File: src/rtl/and_cmp_pkg.sv
// Shared types and sizes for the AND-gate compare sequencer.
package and_cmp_pkg;

  typedef enum logic [1:0] {
    IDLE,
    SETTLE,
    CHECK,
    DONE
  } state_e;

  localparam int NUM_VEC = 8;
  localparam int ERR_W   = 4;
  localparam int VEC_W   = 3;

  // Golden response of a 3-input AND gate for one stimulus vector.
  function automatic logic expectedAnd(input logic [VEC_W-1:0] vec);
    return &vec;
  endfunction

endpackage

File: src/rtl/and_compare_sequencer.sv
// Walks {a,b,c} through all eight input combinations of an and_compare DUT and
// scores both of its outputs against the expected AND result.
module and_compare_sequencer
  import and_cmp_pkg::*;
#(
  parameter int SETTLE_CYCLES = 1
) (
  input  logic             clk,
  input  logic             rst,
  input  logic             start,
  output logic             a,
  output logic             b,
  output logic             c,
  input  logic             out1,
  input  logic             out2,
  output logic             busy,
  output logic             done,
  output logic             pass,
  output logic [ERR_W-1:0] err_count,
  output logic [VEC_W-1:0] first_err_vec,
  output logic             first_err_valid
);

  localparam logic [3:0] SETTLE_LOAD = 4'(SETTLE_CYCLES - 1);

  state_e             state_q;
  logic [VEC_W-1:0]   vec_q;
  logic [VEC_W-1:0]   abc_q;
  logic [3:0]         settleCnt_q;
  logic [ERR_W-1:0]   errCount_q;
  logic [ERR_W-1:0]   errCount_d;
  logic [VEC_W-1:0]   firstErrVec_q;
  logic               firstErrValid_q;
  logic               busy_q;
  logic               done_q;
  logic               pass_q;
  logic               expected;
  logic               vecFail;
  logic               lastVec;

  // Score the vector currently on the DUT inputs; only consumed in CHECK.
  always_comb begin
    expected   = expectedAnd(abc_q);
    vecFail    = (out1 != expected) || (out2 != expected);
    errCount_d = errCount_q + ERR_W'(vecFail);
    lastVec    = (vec_q == VEC_W'(NUM_VEC - 1));
  end

  // Sequencer FSM; every status output is a flop so nothing leaks from start.
  always_ff @(posedge clk) begin
    if (rst) begin
      state_q         <= IDLE;
      vec_q           <= '0;
      abc_q           <= '0;
      settleCnt_q     <= '0;
      errCount_q      <= '0;
      firstErrVec_q   <= '0;
      firstErrValid_q <= 1'b0;
      busy_q          <= 1'b0;
      done_q          <= 1'b0;
      pass_q          <= 1'b0;
    end else begin
      case (state_q)
        IDLE, DONE: begin
          if (start) begin
            vec_q           <= '0;
            abc_q           <= '0;
            settleCnt_q     <= SETTLE_LOAD;
            errCount_q      <= '0;
            firstErrVec_q   <= '0;
            firstErrValid_q <= 1'b0;
            busy_q          <= 1'b1;
            done_q          <= 1'b0;
            pass_q          <= 1'b0;
            state_q         <= SETTLE;
          end
        end
        SETTLE: begin
          if (settleCnt_q == '0) begin
            state_q <= CHECK;
          end else begin
            settleCnt_q <= settleCnt_q - 4'd1;
          end
        end
        CHECK: begin
          errCount_q <= errCount_d;
          if (vecFail && !firstErrValid_q) begin
            firstErrVec_q   <= abc_q;
            firstErrValid_q <= 1'b1;
          end
          // The last vector stays on the DUT inputs rather than wrapping to 000.
          if (lastVec) begin
            busy_q  <= 1'b0;
            done_q  <= 1'b1;
            pass_q  <= (errCount_d == '0);
            state_q <= DONE;
          end else begin
            vec_q       <= vec_q + VEC_W'(1);
            abc_q       <= vec_q + VEC_W'(1);
            settleCnt_q <= SETTLE_LOAD;
            state_q     <= SETTLE;
          end
        end
        default: begin
          state_q <= IDLE;
        end
      endcase
    end
  end

  assign {a, b, c}       = abc_q;
  assign busy            = busy_q;
  assign done            = done_q;
  assign pass            = pass_q;
  assign err_count       = errCount_q;
  assign first_err_vec   = firstErrVec_q;
  assign first_err_valid = firstErrValid_q;

endmodule

File: config.mk
export PLATFORM = sky130hd
export DESIGN_NAME = and_compare_sequencer
export DESIGN_NICKNAME = d
export VERILOG_FILES = /design/src/rtl/and_cmp_pkg.sv /design/src/rtl/and_compare_sequencer.sv
export SDC_FILE = /design/constraint.sdc
export NUM_CORES = 1
export LEC_CHECK = 0
export BUFFER_PORTS_ARGS = -buffer_cell sky130_fd_sc_hd__buf_2
export CORE_AREA = 2 2 49 51
export CTS_BUF_LIST = sky130_fd_sc_hd__clkbuf_16
export DETAILED_ROUTE_END_ITERATION = 8
export DIE_AREA = 0 0 51 53
export HOLD_SLACK_MARGIN = 0.1
export PLACE_DENSITY = 0.8
export SLEW_MARGIN = 15
export SYNTH_ARGS = -nofsm -noshare
export SYNTH_HDL_FRONTEND = slang
export SYNTH_SLANG_ARGS = --single-unit
File: constraint.sdc
create_clock -name clk -period 3.8 [get_ports clk]
set_input_delay 0.95 -clock clk [delete_from_list [all_inputs] [get_ports clk]]
set_output_delay 0.95 -clock clk [all_outputs]
set_load 0.02 [all_outputs]
==> impl_metrics.csv <==
group,metric,value,unit
floorplan,die_w,51,um
worst_hold_path,hold_end,"first_err_vec[0]",
synthesis,yosys_warnings,0,
floorplan,ioPinCount,19,
timing,layout_min_cycle_time,2.43,ns
floorplan,fp.dieH,53,um
clock_network,clkTransAtPathRegs,0.05,ns
placed_design,dp_cells,171,
drt,vias,995,
setup_path,path_cells,"ha_1 > ha_1 > nor3_1 > nor2_1 > ha_1 > ha_1 > nor3_1 > nand4_1 > o21ai_0",
timing,worst-slew-pin-transition,0.661,ns
synthesis,synth.distinct_cells,40,
synthesis,synthAdderAreaFrac,9.86,%
clock_network,root_buffer,"clkbuf_16",
finish,utilization,60.7,%
clock_network,cts_hold_buf,0,
global_routing,grt_antenna_before_repair,0,
clock_network,cts_tree,"done",
clock_network,htreeDepth,1,
setup_path,critPathRequiredTime,3.97,ns
drt,antenna_left,0,
global_routing,grt_pass1_wl,4280,um
timing,maxSlewHeadroom,55.9,%
clock_network,cts_setup_buffers,0,
worst_hold_path,worst_hold_startpoint,"first_err_vec[0]",
timing,rsz0062_at_grt,"false",
placed_design,portBuffers,18,
drt,wl_per_cell,13.8,um
setup_path,cp_num_cells,9,
synthesis,syn_area,0.00114,sq mm
drt,drt_wl_total,2420,um
run_status,status,"completed",
synthesis,syn_inst,132,
global_routing,overflow,0,
setup_path,reg2regPathDepth,9,
timing,final.setup.tns,0,ns
setup_path,cp.arrival,2.60,ns
timing,clock_skew,0.00159,ns
drt,drtPass1Iterations,4,
setup_path,rr_startpoint,"abc_q[1]",
setup_path,slowest_stage,"dfxtp_1",
power,leakagePower,0.543,nW
floorplan,start_util,53.2,%
clock_network,postCtsResizedCells,0,
setup_path,crit_path_frequent_cell,"ha_1",
synthesis,yosys.area_share.simple,26.2,%
synthesis,synth-compound-area-share,20.6,%
floorplan,coreArea,0.00215,sq mm
synthesis,ys_seq_area_share,35.0,%
setup_path,cp-start-kind,"flop",
finish,diodes,0,
floorplan,die-area,0.00270,sq mm
clock_network,clock-sinks,20,
power,power_density,397,mW/mm^2
finish,layout_commonest_cell,"dfxtp_1",
synthesis,syn_avg_cell_area,8.65,sq um
clock_network,cts_buffer_depth,2,
clock_network,clk_latency,0.25,ns
finish,final_cell_mix,"dfxtp_1, buf_2, nor2_1, a21oi_1, nand2_1",
setup_path,path_buf_inv,0,
drt,drt-initial-drc-count,6,
flow_run,drv_cap,0,
timing,max_freq,0.411,GHz
setup_path,slowest_delay,0.35,ns
synthesis,yosys.area_share.xor_xnor,1.53,%
power,peakVddDrop,224,uV
synthesis,muxShareOfSynthArea,1.20,%
setup_path,rrSetupSlack,1.37,ns
worst_hold_path,min_delay_path_depth,1,
setup_path,cp_top_family,"adder cells",
synthesis,synth_top_family_by_area,"simple AND/OR/NAND/NOR gates",
drt,avgViaCountPerCell,5.69,
setup_path,crit_type,"flop to flop",
global_routing,grt_max_degree,22,
floorplan,rows,17,
setup_path,path_max_fanout,13,
placed_design,gp_congestion,0.840,
global_routing,grt.total_usage,21.0,%
finish,syn_to_final_growth,14.2,%
drt,drc,0,
timing,finalCritPeriodShare,64.0,%
timing,maxSlewViolCount,0,
setup_path,crit_start,"abc_q[1]",
setup_path,crit_path_end_kind,"flop",
synthesis,synth_nets,146,
placed_design,post-dp-hpwl,1750,um
finish,stdcell_count,175,
clock_network,numCtsBuffers,3,
finish,drive_gt1_share,21.1,%
timing,hold_violations,0,
worst_hold_path,min_path_type,"flop to flop",
global_routing,grt_pass1_vias,1027,
timing,setup_viol,0,
synthesis,ys_ff_latch,20,
finish,nNetsFinal,162,
setup_path,rr_endpoint,"pass",
## worst max-delay path by stage
stage / end / slack (ns)
finish: pass / 1.37
global route: pass / 1.12
detailed placement: pass / 1.27
floorplan: pass / 1.56
CTS: pass / 1.36
global placement: pass / 1.38
## logic make-up after synthesis
| logic type | Yosys count |
|---|---|
| AOI/OAI and AO/OA | 36 |
| xor gates and xnor gates | 2 |
| adders and majority gates | 9 |
| buffers and inverters | 13 |
| DFF | 20 |
| muxes | 1 |
| and+or+nand+nor | 51 |
## cell usage after synthesis, drive strengths merged
master / n / share of area, %
or2: 1 / 0.55
a32oi: 4 / 3.1
a211oi: 1 / 0.66
xnor2: 2 / 1.5
mux2i: 1 / 1.2
buf: 6 / 3.3
and2: 2 / 1.1
nand4: 1 / 0.55
nand4b: 1 / 0.77
nor3b: 2 / 1.8
a22oi: 2 / 1.3
nand2b: 3 / 1.9
a21oi: 14 / 6.8
nand2: 11 / 4.3
and3: 1 / 0.55
or4: 1 / 0.66
dfxtp: 20 / 35
o21a: 1 / 0.66
clkbuf: 1 / 0.33
nor2: 12 / 3.9
nor3: 7 / 3.9
a2bb2oi: 1 / 0.77
nor4b: 1 / 2.1
o32ai: 1 / 0.77
nor2b: 4 / 2.2
and2b: 1 / 0.66
a22o: 3 / 2.3
nand3: 3 / 1.3
inv: 6 / 2.0
o21ai: 8 / 3.5
ha: 9 / 9.9
a211o: 1 / 0.77
## sequential cells by signal, indices dropped and copies added (netlist names)
name and cells:
settleCnt_q 4, done 1, err_count 4, pass 1, first_err_valid 1, first_err_vec 3, abc_q 3, busy 1
state_q 2
## area by class of cell
cell class	count	area (sq um)
multi-input cells	99	678
fillers	189	843
flip-flops and latches	20	400
clock inverters	1	3.75
repair buffers	18	90.1
well taps	28	35.0
clock buffers	3	75.1
inverters	6	22.5
## where the power goes
part	total (mW)	internal, mW	switching, mW	leakage [nW]
clock network	0.211	0.140	0.0713	0.0385
logic	0.0862	0.0291	0.0572	0.343
registers	0.221	0.215	0.00540	0.162
total	0.518	0.384	0.134	0.543
## per-layer routing
layer  part of all wire (%)  global-route usage (%)  wire (um)  vias to the layer above
li1                       -                       -          -                      502
met1                     43                    24.4       1040                      475
met2                     53                    35.9       1280                       16
met3                    3.4                    4.80         83                        2
met4                   0.66                    10.8         16                        0
met5                      0                       0          0                        -
## through the flow
| stage | setup slack, ns | power [mW] | hold WS (ns) | cell area, sq um |
|---|---|---|---|---|
| final | 1.37 | 0.518 | 0.477 | 1310 |
| after global routing | 1.12 | 0.544 | 0.508 | 1310 |
| after CTS | 1.36 | 0.524 | 0.480 | 1310 |
| after detailed placement | 1.27 | 0.309 | 0.468 | 1230 |
| after global placement | 1.38 | 0.306 | 0.459 | 1230 |
| after floorplan | 1.56 | 0.294 | 0.455 | 1140 |
No activity file was read; power rests on OpenSTA's default activity.
